[config.mk]
export PLATFORM = sky130hd
export DESIGN_NAME = fpu_addsub_seq_flat
export DESIGN_NICKNAME = d
export VERILOG_FILES = /design/src/rtl/fpu_pkg.sv /design/src/rtl/fpu_addsub_seq_if.sv /design/src/rtl/fpu_addsub_seq.sv /design/src/flat_wrapper.sv
export SDC_FILE = /design/constraint.sdc
export NUM_CORES = 1
export LEC_CHECK = 0
export ABC_CLOCK_PERIOD_IN_PS = 10400
export BUFFER_PORTS_ARGS = -buffer_cell sky130_fd_sc_hd__buf_4
export CAP_MARGIN = 20
export CORE_ASPECT_RATIO = 2
export CORE_MARGIN = 1.5
export CORE_UTILIZATION = 25
export DETAILED_ROUTE_END_ITERATION = 12
export SLEW_MARGIN = 0
export SYNTH_ARGS = -nofsm -noshare
export SYNTH_HDL_FRONTEND = slang
export SYNTH_SLANG_ARGS = --single-unit
export TNS_END_PERCENT = 30
[constraint.sdc]
create_clock -name clk -period 10.4 [get_ports clk]
set_input_delay 0.52 -clock clk [delete_from_list [all_inputs] [get_ports clk]]
set_output_delay 0.52 -clock clk [all_outputs]
set_load 0.01 [all_outputs]
[src/rtl/fpu_pkg.sv]
// Shared types and constants for the sequential float add/sub engine.
package fpu_pkg;
  typedef enum logic [2:0] {
    S_IDLE, S_UNPACK, S_ALIGN, S_ADD, S_NORM, S_PACK, S_DONE
  } state_e;

  localparam logic [1:0] OP_ADD  = 2'b00;  // a + b
  localparam logic [1:0] OP_SUB  = 2'b01;  // a - b
  localparam logic [1:0] OP_RSUB = 2'b10;  // b - a
  localparam logic [1:0] OP_NADD = 2'b11;  // -(a + b)

  localparam int ST_EXACT   = 0;
  localparam int ST_OVF     = 1;
  localparam int ST_UNF     = 2;
  localparam int ST_INEXACT = 3;

  function automatic int bias(input int exp_w);
    return (1 << (exp_w - 1)) - 1;
  endfunction
endpackage

[src/rtl/fpu_addsub_seq_if.sv]
// Start/done handshake plus operand and result buses of the add/sub engine.
interface fpu_addsub_seq_if #(
  parameter int EXP_W = 7,
  parameter int MAN_W = 24
);
  localparam int W = 1 + EXP_W + MAN_W;

  logic         start;
  logic [1:0]   op;
  logic [W-1:0] a;
  logic [W-1:0] b;
  logic         busy;
  logic         done;
  logic [W-1:0] data_out;
  logic [3:0]   status_out;

  modport master (output start, op, a, b, input busy, done, data_out, status_out);
  modport slave  (input start, op, a, b, output busy, done, data_out, status_out);
endinterface

[src/rtl/fpu_addsub_seq.sv]
// Multi-cycle float add/sub: bit-serial alignment and normalisation, truncating
// rounding, saturation on overflow and flush-to-zero on underflow.
module fpu_addsub_seq
  import fpu_pkg::*;
#(
  parameter int EXP_W = 7,
  parameter int MAN_W = 24
) (
  input logic             clk,
  input logic             reset,
  fpu_addsub_seq_if.slave io
);
  localparam int W         = 1 + EXP_W + MAN_W;
  localparam int MW        = MAN_W + 1;
  localparam int EW        = EXP_W + $clog2(MAN_W + 2) + 2;
  localparam int CW        = $clog2(MAN_W + 3);
  localparam int MAX_ALIGN = MAN_W + 2;
  localparam logic signed [EW-1:0] EXP_MAX_S = EW'((1 << EXP_W) - 1);
  localparam logic signed [EW-1:0] EXP_ONE   = EW'(1);

  state_e                state_q, state_d;
  logic [W-1:0]          a_q, a_d, b_q, b_d;
  logic                  sx_q, sx_d, sub_q, sub_d, sticky_q, sticky_d;
  logic [MW-1:0]         mx_q, mx_d, my_q, my_d;
  logic [MW:0]           sum_q, sum_d;
  logic signed [EW-1:0]  exp_q, exp_d;
  logic [CW-1:0]         cnt_q, cnt_d;
  logic [W-1:0]          data_q, data_d;
  logic [3:0]            status_q, status_d;

  logic [EXP_W-1:0] ea, eb, d;
  logic [MW-1:0]    man_a, man_b;
  logic             a_ge_b;
  logic [31:0]      d32;

  // zero operands carry a zero mantissa so the magnitude compare stays correct
  assign ea     = a_q[W-2 -: EXP_W];
  assign eb     = b_q[W-2 -: EXP_W];
  assign man_a  = (ea != '0) ? {1'b1, a_q[MAN_W-1:0]} : '0;
  assign man_b  = (eb != '0) ? {1'b1, b_q[MAN_W-1:0]} : '0;
  assign a_ge_b = {ea, man_a} >= {eb, man_b};
  assign d      = a_ge_b ? (ea - eb) : (eb - ea);
  assign d32    = 32'(d);

  always_comb begin
    logic [1:0]  flip;
    logic [MW:0] sum_n;
    state_d  = state_q;
    a_d      = a_q;
    b_d      = b_q;
    sx_d     = sx_q;
    sub_d    = sub_q;
    sticky_d = sticky_q;
    mx_d     = mx_q;
    my_d     = my_q;
    sum_d    = sum_q;
    exp_d    = exp_q;
    cnt_d    = cnt_q;
    data_d   = data_q;
    status_d = status_q;
    flip     = 2'b00;
    sum_n    = '0;
    unique case (state_q)
      S_IDLE: if (io.start) begin
        unique case (io.op)
          OP_ADD:  flip = 2'b00;
          OP_SUB:  flip = 2'b01;
          OP_RSUB: flip = 2'b10;
          default: flip = 2'b11;
        endcase
        a_d     = {io.a[W-1] ^ flip[1], io.a[W-2:0]};
        b_d     = {io.b[W-1] ^ flip[0], io.b[W-2:0]};
        state_d = S_UNPACK;
      end
      S_UNPACK: begin
        sx_d     = a_ge_b ? a_q[W-1] : b_q[W-1];
        sub_d    = a_q[W-1] ^ b_q[W-1];
        mx_d     = a_ge_b ? man_a : man_b;
        my_d     = a_ge_b ? man_b : man_a;
        exp_d    = $signed({{(EW-EXP_W){1'b0}}, (a_ge_b ? ea : eb)});
        cnt_d    = (d32 > MAX_ALIGN) ? CW'(MAX_ALIGN) : CW'(d32);
        sticky_d = 1'b0;
        state_d  = S_ALIGN;
      end
      S_ALIGN: begin
        if (cnt_q == '0) state_d = S_ADD;
        else begin
          my_d     = my_q >> 1;
          sticky_d = sticky_q | my_q[0];
          cnt_d    = cnt_q - CW'(1);
        end
      end
      S_ADD: begin
        sum_n = sub_q ? ({1'b0, mx_q} - {1'b0, my_q}) : ({1'b0, mx_q} + {1'b0, my_q});
        sum_d = sum_n;
        if (sum_n == '0)                   state_d = S_PACK;
        else if (sum_n[MW] || !sum_n[MW-1]) state_d = S_NORM;
        else                               state_d = S_PACK;
      end
      S_NORM: begin
        if (sum_q[MW]) begin
          sum_d    = sum_q >> 1;
          sticky_d = sticky_q | sum_q[0];
          exp_d    = exp_q + EXP_ONE;
          state_d  = S_PACK;
        end else begin
          sum_d = sum_q << 1;
          exp_d = exp_q - EXP_ONE;
          if (sum_q[MW-2]) state_d = S_PACK;
        end
      end
      S_PACK: begin
        status_d = '0;
        if (sum_q == '0) begin
          data_d             = '0;
          status_d[ST_EXACT] = 1'b1;
        end else if (exp_q > EXP_MAX_S) begin
          data_d               = {sx_q, {(W-1){1'b1}}};
          status_d[ST_OVF]     = 1'b1;
          status_d[ST_INEXACT] = 1'b1;
        end else if (exp_q < EXP_ONE) begin
          data_d               = '0;
          status_d[ST_UNF]     = 1'b1;
          status_d[ST_INEXACT] = 1'b1;
        end else begin
          data_d               = {sx_q, exp_q[EXP_W-1:0], sum_q[MAN_W-1:0]};
          status_d[ST_INEXACT] = sticky_q;
          status_d[ST_EXACT]   = !sticky_q;
        end
        state_d = S_DONE;
      end
      default: state_d = S_IDLE;  // DONE: a start here is deliberately dropped
    endcase
  end

  always_ff @(posedge clk) begin
    if (reset) begin
      state_q  <= S_IDLE;
      a_q      <= '0;
      b_q      <= '0;
      sx_q     <= 1'b0;
      sub_q    <= 1'b0;
      sticky_q <= 1'b0;
      mx_q     <= '0;
      my_q     <= '0;
      sum_q    <= '0;
      exp_q    <= '0;
      cnt_q    <= '0;
      data_q   <= '0;
      status_q <= '0;
    end else begin
      state_q  <= state_d;
      a_q      <= a_d;
      b_q      <= b_d;
      sx_q     <= sx_d;
      sub_q    <= sub_d;
      sticky_q <= sticky_d;
      mx_q     <= mx_d;
      my_q     <= my_d;
      sum_q    <= sum_d;
      exp_q    <= exp_d;
      cnt_q    <= cnt_d;
      data_q   <= data_d;
      status_q <= status_d;
    end
  end

  assign io.busy       = (state_q != S_IDLE) && (state_q != S_DONE);
  assign io.done       = (state_q == S_DONE);
  assign io.data_out   = data_q;
  assign io.status_out = status_q;
endmodule

[src/flat_wrapper.sv]
// flat-port wrapper written by rule: the top's interface ports become plain ports
module fpu_addsub_seq_flat import fpu_pkg::*;
#(
  parameter int EXP_W = 7,
  parameter int MAN_W = 24
)
  (clk, reset, io_start, io_op, io_a, io_b, io_busy, io_done, io_data_out, io_status_out);
  fpu_addsub_seq_if #(.EXP_W(EXP_W), .MAN_W(MAN_W)) io_i ();
  input logic clk;
  input logic reset;
  input wire logic [$bits(io_i.start)-1:0] io_start;
  input wire logic [$bits(io_i.op)-1:0] io_op;
  input wire logic [$bits(io_i.a)-1:0] io_a;
  input wire logic [$bits(io_i.b)-1:0] io_b;
  output wire logic [$bits(io_i.busy)-1:0] io_busy;
  output wire logic [$bits(io_i.done)-1:0] io_done;
  output wire logic [$bits(io_i.data_out)-1:0] io_data_out;
  output wire logic [$bits(io_i.status_out)-1:0] io_status_out;
  assign io_i.start = io_start;
  assign io_i.op = io_op;
  assign io_i.a = io_a;
  assign io_i.b = io_b;
  assign io_busy = io_i.busy;
  assign io_done = io_i.done;
  assign io_data_out = io_i.data_out;
  assign io_status_out = io_i.status_out;
  fpu_addsub_seq #(.EXP_W(EXP_W), .MAN_W(MAN_W)) u_core (.clk(clk), .reset(reset), .io(io_i));
endmodule
==> impl_summary.md, run 1 <==
Status
The flow ran to the end, and the final reports show no timing, DRC or antenna violations.

Yosys
The dominant synthesized flop cell is sky130_fd_sc_hd__dfxtp_1. Counting flops and latches in the post-synthesis netlist gives 201. Counting flops with an async set or reset pin after synthesis yields a share of 0. The number of enable-type register cells in the synthesized netlist is 0. The area of the mapped netlist is 12300 µm². The number of warning messages in the yosys log is 0. The net count of the mapped netlist is 1781.

The synthesized netlist cell count is 1641. The number of unique standard cell types used by synthesis is 74. The post-synthesis average cell area is 7.52 µm².

The fraction of the yosys area taken by sequential cells is 0.326.

Timing
Setup violations remaining at the end of the flow were counted as 0. The tightest slew margin relative to the limit is 0.356. The number of slew-limit violations in the final report is 0. The post-layout minimum cycle time is 4510 ps. Final hold analysis gives a worst-case slack of 246 ps. The post-route clock skew is 23.7 ps. At the pin with the least slew margin, the transition time is 966 ps. The count of final hold-check violations is 0.

For this run, the top clock speed supported by timing is 222 MHz. In the post-route analysis, the smallest setup slack over all paths is 5890 ps. In the finished design, the share of the clock period the worst path needs comes to 0.434. Setup repair after global routing left no endpoint under its margin.

The final sum of negative setup slack is 0 ps.

Placement
The cell area after placement is 13700 µm². The number of buffers inserted by port buffering is 106. The wire-length estimate of the detail-placed layout is 26300 µm. The global placement routability congestion is 0.827. Prior to clock tree synthesis, the placed netlist has a worst setup slack of 5830 ps.

Layout
In the final layout, the multi-input gates occupy 7690 µm². After routing the design area is 14500 µm². Of the cells placed in the final design, the portion with a size suffix greater than 1 is 0.110. The layout has 5376 filler cells. The area growth from synthesis to layout is 17.2%. The sequential cell area is 4030 µm². The post-layout net count is 1814. The repair_antennas step left the layout with diodes totalling 0.

Floorplan
The area of the die is 50800 µm². The die is 160 µm wide. The vertical die dimension is 317 µm. The starting utilization of the core area is 0.252.

In this run the standard cell core region covers 48900 µm². The top-level port count is 107. The floorplan has 115 rows.

Setup path
The worst setup path is captured at a register. The end of the worst register-to-register path is u_core.state_q[0]. The worst setup path is launched from a register. The type of the setup path with the least slack is register to register. Setup slack on the worst reg-to-reg path comes out at 5890 ps.

The most critical setup path has its startpoint at u_core.my_q[2]. The largest individual stage delay along the critical path comes from the cell sky130_fd_sc_hd__a2111oi_0. The worst register-to-register path has a depth of 16. The critical path goes through nor2_1 -> nor4b_1 -> nand2b_1 -> nor3b_1 -> nor3b_2 -> a21oi_1 -> xnor2_1 -> ha_1 -> nand4_1 -> a2111oi_0 -> o21a_1 -> o21ai_0 -> a2111o_1 -> nor4_1 -> a31oi_1 -> nor3_1. In this run the worst path has a maximum fanout of 7. For the worst setup path, the data required time is 10860 ps. The delay of the slowest cell on the worst path is 420 ps. The source of the worst register-to-register timing path is u_core.my_q[2].

The arrival time reported for the critical path endpoint is 4970 ps.

Detailed routing
The count of nets left with antenna violations once routing finished came out at 0. The routed length per placed instance is 15.5 µm. The total wire length is 36100 µm. The via-per-instance ratio is 5.03.

In the routed design, unresolved DRC markers number 0. The number of DRC markers in iteration 0 is 614. The detailed router placed 11723 vias in this run. The detailed-router iteration count before antenna repair is 5.

Clock network
The clock net in this run drives a total of 201 sinks. The master cell of the clock root buffer is sky130_fd_sc_hd__clkbuf_16. The number of hold-repair buffers added at the cts stage is 0. The clock insertion delay at the later pin of the skew report is 530 ps. The TritonCTS buffer count is 23. The H-tree depth is 1. Clock-pin slew was measured on the worst setup and hold paths at 80 ps. Once the clock tree was built, the setup fixing pass inserted 0 buffers. No sink is reached through more buffers than the 3 on the longest clock path. The number of gates resized after CTS is 0.

The clock tree from TritonCTS is yes.

Hold path
Counting instances, the worst hold path has a depth of 3. For hold timing, the worst endpoint is u_core.b_q[27]. The startpoint of the worst hold path is io_b[27]. In this run the worst hold path is classified as input port to register.

Global route
The number of global-route vias before repair was 10794. The wire length of the first global-routing pass is 57400 µm. The overall routing resource usage is 0.137.

The largest net degree at the start of global routing is 112. The initial antenna violation count is 0. Summed over all layers, the global routing overflow is 0.

Power
The analysis attributes to cell leakage a power of 0.00549 µW. Power spread over the standard cell area amounts to 397 nW/µm². IR analysis of the VDD net gives a maximum drop of 0.000204 V.

Run
The number of max-cap violations is 0.
==> how the worst max path moves through the flow <==
stage	cells past startpoint	endpoint	slack, ps
final	16	u_core.state_q[0]	5890
after global placement	16	u_core.state_q[0]	5940
after detailed placement	16	u_core.state_q[0]	5830
after global routing	16	u_core.state_q[0]	5380
after CTS	16	u_core.state_q[0]	5830
after floorplan	16	u_core.state_q[0]	6620
==> synth_stat cells (all sizes together) (4+ instances only) <==
cell	count	area, µm²
o21a	9	67.6
clkbuf	106	398
a21o	18	135
ha	68	851
and3	8	50.1
dfxtp	201	4020
nor4	19	119
xor2	14	123
nor2b	24	158
buf	9	42.5
o211ai	61	458
nor2	182	683
inv	61	229
nor4b	5	43.8
nand4	13	81.3
a2111oi	5	68.8
o21ai	40	208
a31oi	10	62.6
or2	4	25.0
a21oi	187	943
o22ai	5	31.3
nand3	21	105
or3	9	56.3
mux2i	24	240
o221ai	7	61.3
xnor2	36	315
nand2b	10	62.6
nand2	281	1050
and2	4	25.0
a221oi	41	359
nand3b	5	37.5
o31ai	4	30.0
or4	4	33.8
a211oi	57	428
nor3	30	150
o21bai	5	37.5
and4	4	35.0
a311oi	7	61.3
==> cells by family after synthesis <==
logic type / Yosys count / share of synthesized area
AND/OR/NAND/NOR: 631 / 0.226
flip-flops: 201 / 0.326
adder cells (fa/ha/maj): 71 / 0.0738
AO/OA/AOI/OAI: 486 / 0.262
buffers and inverters: 176 / 0.0543
multiplexers: 26 / 0.0213
XOR/XNOR: 50 / 0.0355
==> through the flow <==
stage / cells / total power, µW / util
after floorplan: 1641 / 3940 / -
after global placement: 2292 / 4840 / 0.280
after detailed placement: 2292 / 4860 / 0.280
after CTS: 2329 / 5730 / 0.295
after global routing: 2329 / 6200 / 0.295
final: 2329 / 5730 / 0.295
==> cell type report <==
cell class	instances	area share
flip-flops and latches	201	0.279
well taps	643	0.0557
inverters	61	0.0158
multi-input cells	1264	0.532
clock inverters	8	0.00987
repair buffers	123	0.0642
clock buffers	29	0.0435
==> placed cells by master, fill, tap and decap left out, types with 5 or more instances in the layout <==
cell                        count
sky130_fd_sc_hd__a211oi_1      56
sky130_fd_sc_hd__a21o_1        18
sky130_fd_sc_hd__a21oi_1      185
sky130_fd_sc_hd__a221oi_1      41
sky130_fd_sc_hd__a311oi_1       7
sky130_fd_sc_hd__a31oi_1        9
sky130_fd_sc_hd__and3_1         8
sky130_fd_sc_hd__buf_4        122
sky130_fd_sc_hd__clkbuf_16     23
sky130_fd_sc_hd__dfxtp_1      200
sky130_fd_sc_hd__ha_1          68
sky130_fd_sc_hd__inv_1         60
sky130_fd_sc_hd__mux2i_1       24
sky130_fd_sc_hd__nand2_1      281
sky130_fd_sc_hd__nand2b_1       9
sky130_fd_sc_hd__nand3_1       21
sky130_fd_sc_hd__nand3b_1       5
sky130_fd_sc_hd__nand4_1       13
sky130_fd_sc_hd__nor2_1       181
sky130_fd_sc_hd__nor2b_1       23
sky130_fd_sc_hd__nor3_1        29
sky130_fd_sc_hd__nor4_1        19
sky130_fd_sc_hd__o211ai_1      61
sky130_fd_sc_hd__o21a_1         9
sky130_fd_sc_hd__o21ai_0       29
sky130_fd_sc_hd__o21ai_1        8
sky130_fd_sc_hd__o21bai_1       5
sky130_fd_sc_hd__o221ai_1       7
sky130_fd_sc_hd__o22ai_1        5
sky130_fd_sc_hd__or3_1          9
sky130_fd_sc_hd__xnor2_1       36
sky130_fd_sc_hd__xor2_1        14
==> worst max-delay path: cells and delay by family, from the launching register on <==
kind	cells	cell delay [ps]
AOI/OAI and AO/OA	6	1430
and+or+nand+nor	8	2100
xor gates and xnor gates	1	170
adders and majority gates	1	410
DFF	1	350
==> registers in the layout, indices dropped and copies added, names as in the netlist, 5 cells and up <==
| signal | flops |
|---|---|
| u_core.io.data_out | 32 |
| u_core.b_q | 32 |
| u_core.a_q | 32 |
| u_core.exp_q | 14 |
| u_core.sum_q | 26 |
| u_core.my_q | 25 |
| u_core.mx_q | 25 |
| u_core.cnt_q | 5 |
==> power by group <==
group | internal, µW | switching, µW | leakage (µW)
sequential | 918 | 177 | 0.00164
clock | 522 | 332 | 0.000377
combinational | 1400 | 2380 | 0.00347
==> metal layers <==
layer / wire (µm) / global-route usage / share of wire
met5: 0 / 0 / 0
met4: 956 / 0.0418 / 0.026
met3: 1510 / 0.0154 / 0.042
met2: 16400 / 0.225 / 0.45
met1: 17300 / 0.188 / 0.48
(Power assumes the default switching activity.)
==> run 2: changes to the inputs <==
--- a/config.mk
+++ b/config.mk
@@ -5,7 +5,7 @@
 export SDC_FILE = /design/constraint.sdc
 export NUM_CORES = 1
 export LEC_CHECK = 0
-export ABC_CLOCK_PERIOD_IN_PS = 10400
+export ABC_CLOCK_PERIOD_IN_PS = 4400
 export BUFFER_PORTS_ARGS = -buffer_cell sky130_fd_sc_hd__buf_4
 export CAP_MARGIN = 20
 export CORE_ASPECT_RATIO = 2
==> constraint.sdc (replaced) <==
create_clock -name clk -period 4.4 [get_ports clk]
set_input_delay 0.22 -clock clk [delete_from_list [all_inputs] [get_ports clk]]
set_output_delay 0.22 -clock clk [all_outputs]
set_load 0.01 [all_outputs]
==> run 2 against run 1 <==
Critical path depth rose by 1. Sequential power is 140% higher. Design area is 5.4% higher. Via count rose by 2.4%. Register-to-register slack worse by 5500 ps. Clock power up 120%. Count of clock-buffer cells in the layout did not move. Clock skew fell by 11 ps. Global-route usage is 0.063 points lower. Utilization grew 1.6 points. Maximum frequency up 11%. Critical path type unchanged. Critical endpoint unchanged. Largest power group unchanged.
==> impl_summary.md, run 2 (same netlist as run 1, synthesis figures left out) <==
Status
Run status: complete, no violations (unchanged).

Clock network
The master cell of the clock root buffer is sky130_fd_sc_hd__clkbuf_16 (unchanged). The clock input transition at the sequential cells of the worst setup and hold paths was 60 ps (was 80 ps). The maximum count of clock buffers along a single path is 3 (unchanged).

The clock insertion delay at the later pin of the skew report is 520 ps (was 530 ps). The TritonCTS buffer count is 22 (was 23). The clock tree from TritonCTS is yes (unchanged). The clock net sink count is 201 (unchanged). The number of buffers added for setup after CTS is 0 (unchanged).

The H-tree depth is 1 (unchanged).

Floorplan
The floorplan core area is 48900 µm² (unchanged). The width of the die is 160 µm (unchanged). The area of the die is 50800 µm² (unchanged). The vertical die dimension is 317 µm (unchanged). The number of cell rows is 115 (unchanged). The starting utilization of the core area was 0.252 (unchanged). The top-level port count is 107 (unchanged).

Setup path
The arrival time reported for the critical path endpoint was 4490 ps (was 4970 ps). The worst path required time is 4830 ps (was 10860 ps). The worst-path cell with the longest stage delay is sky130_fd_sc_hd__a2111oi_1 (was sky130_fd_sc_hd__a2111oi_0). The most prevalent standard cell on the critical path is sky130_fd_sc_hd__nor3b_2. The delay of the slowest cell on the worst path is 430 ps (was 420 ps). The family with the most delay on the worst path is simple AND/OR/NAND/NOR gates (unchanged). The type of the setup path with the least slack is register to register (unchanged). The kind of capture point of the worst setup path is a register (unchanged). The critical path startpoint category is a register (unchanged). Worst path cell trace: nor2_1 -> nor4b_2 -> buf_4 -> nand2b_1 -> nor3b_2 -> nor3b_2 -> a21oi_1 -> xnor2_1 -> ha_1 -> nand4_1 -> a2111oi_1 -> o21a_1 -> o21ai_0 -> a2111o_1 -> nor4_1 -> a31oi_1 -> nor3_1 (was nor2_1 -> nor4b_1 -> nand2b_1 -> nor3b_1 -> nor3b_2 -> a21oi_1 -> xnor2_1 -> ha_1 -> nand4_1 -> a2111oi_0 -> o21a_1 -> o21ai_0 -> a2111o_1 -> nor4_1 -> a31oi_1 -> nor3_1).

The buffering stage count on the worst path with inverters included is 1 (was 0). The highest fanout seen on the critical path is 7 (unchanged).

Power
The cell area power density is 908 nW/µm² (was 397 nW/µm²). The power after layout is 13800 µW (was 5730 µW). The reported leakage power is 0.00584 µW (was 0.00549 µW). The maximum vdd ir drop was 0.000533 V (was 0.000204 V).

Run
The number of max-cap violations came to 0 (unchanged).

Timing
The setup-violating endpoint count in the final report came to 0 (unchanged). The count of final hold-check violations came to 0 (unchanged). The tightest slew margin relative to the limit is 0.348 (was 0.356). The post-route clock skew is 12.8 ps (was 23.7 ps). The slew at the pin closest to its max-slew limit is 976 ps (was 966 ps).

The number of slew-limit violations in the final report is 0 (unchanged). The final clock period utilization by the worst path came to 0.922 (was 0.434). The timing-limited maximum frequency is 247 MHz (was 222 MHz). The final sum of negative setup slack is 0 ps (unchanged). The post-layout minimum cycle time is 4050 ps (was 4510 ps).

Detailed routing
The total wire length is 35600 µm (was 36100 µm). The routed wire length on met2 was 16500 µm (was 16400 µm). The total number of vias is 12006 (was 11723). The detailed route wirelength on metal3 is 1390 µm (was 1510 µm). The number of nets with antenna violations after detailed routing is 0 (unchanged).

The via-per-instance ratio is 4.98 (was 5.03). The detailed-router iteration count before antenna repair is 5 (unchanged). The detailed-route wire length on metal 1 was 17000 µm (was 17300 µm). The topmost layer with routed signal wires is met4 (unchanged).

The number of DRC markers in iteration 0 came to 746 (was 614). The residual DRC count is 0 (unchanged). The routed length per placed instance is 14.8 µm (was 15.5 µm).

Layout
The final antenna diode count came to 0 (unchanged). The post-layout net count was 1893 (was 1814). The count of filler cells inserted in the layout is 5284 (was 5376). The proportion of layout cells with a drive suffix above 1 is 0.118 (was 0.110).

The count of non-filler cells in the finished layout was 2412 (was 2329). Commonest cells after routing, fill and taps aside: sky130_fd_sc_hd__nand2_1, sky130_fd_sc_hd__dfxtp_1, sky130_fd_sc_hd__a21oi_1, sky130_fd_sc_hd__nor2_1, sky130_fd_sc_hd__buf_4 (unchanged). The final design instance area without fill is 15200 µm² (was 14500 µm²).

The most common library cell in the layout ignoring fill and taps is sky130_fd_sc_hd__nand2_1 (unchanged). The layout overhead on the synthesized area is 23.5% (was 17.2%).

Global route
The initial antenna violation count was 0 (unchanged). The number of global-route vias before repair is 10956 (was 10794). The wire length of the first global-routing pass is 57700 µm (was 57400 µm). The total congestion overflow is 0 (unchanged). The largest net degree at the start of global routing is 122 (was 112). The overall routing resource usage is 0.137 (about the same).

Hold path
The path class of the lowest-slack min-delay path is input port to register (unchanged).

Placement
The detailed placer's ending HPWL came to 25900 µm (was 26300 µm). The cell area after placement came to 13800 µm² (was 13700 µm²). The global placement routability congestion is 0.867 (was 0.827). The number of buffers inserted by port buffering is 106 (unchanged). The count of placed standard cells including taps is 2308 (was 2292).
run 2: cell types whose count changed in the layout (fill, tap and decap cells not counted), moves of 2 or more:
cell / change
sky130_fd_sc_hd__buf_4: +13
sky130_fd_sc_hd__clkinv_2: +3
sky130_fd_sc_hd__bufinv_16: -2
sky130_fd_sc_hd__dlygate4sd3_1: +64
sky130_fd_sc_hd__inv_6: +2
sky130_fd_sc_hd__buf_12: +3
run 2: stage by stage:
stage	setup slack [ps]	util	hold slack, ps
after detailed placement	156	0.283	447
final	345	0.311	26.6
after CTS	144	0.311	13.2
after global placement	381	0.283	443
after global routing	-19.1	0.311	24.3
after floorplan	618	-	356
run 2: repair_timing:
item,CTS,global route
endpoints found under the setup margin,0,5
hold buffers,64,0
endpoints found under the hold margin,63,0
gates resized for setup,0,6
run 2: report_power, final:
group | leakage, µW | internal, µW | switching [µW] | total, µW
clock | 0.000367 | 1110 | 786 | 1900
sequential | 0.00164 | 2170 | 408 | 2580
combinational | 0.00384 | 3680 | 5690 | 9360
run 2: worst min-delay path, stage by stage:
cell and delay, ps:
sky130_fd_sc_hd__buf_4 80, sky130_fd_sc_hd__xnor2_1 130, sky130_fd_sc_hd__a211oi_1 70
run 2: final timing paths:
kind / start / to / slack, ps / cells after the start
setup / recovery: u_core.my_q[2] / u_core.state_q[0] / 350 / 17
hold / removal: io_b[31] / u_core.b_q[31] / 30 / 3
setup reg to reg: u_core.my_q[2] / u_core.state_q[0] / 350 / 17
hold reg to reg: u_core.b_q[0] / u_core.b_q[0] / 450 / 2
run 2: final cells by class:
class                   instances  area (µm²)  area share
clock buffers                  29         618      0.0406
well taps                     643         805      0.0528
repair buffers                203        1730       0.113
multi-input cells            1264        7720       0.507
flip-flops and latches        201        4030       0.264
clock inverters                11         116     0.00764
inverters                      61         229      0.0150
run 2: layer usage:
layer,GRT usage,up-vias
li1,-,6115
met1,0.187,5568
met2,0.227,285
met3,0.0140,38
met4,0.0378,0
met5,0,-
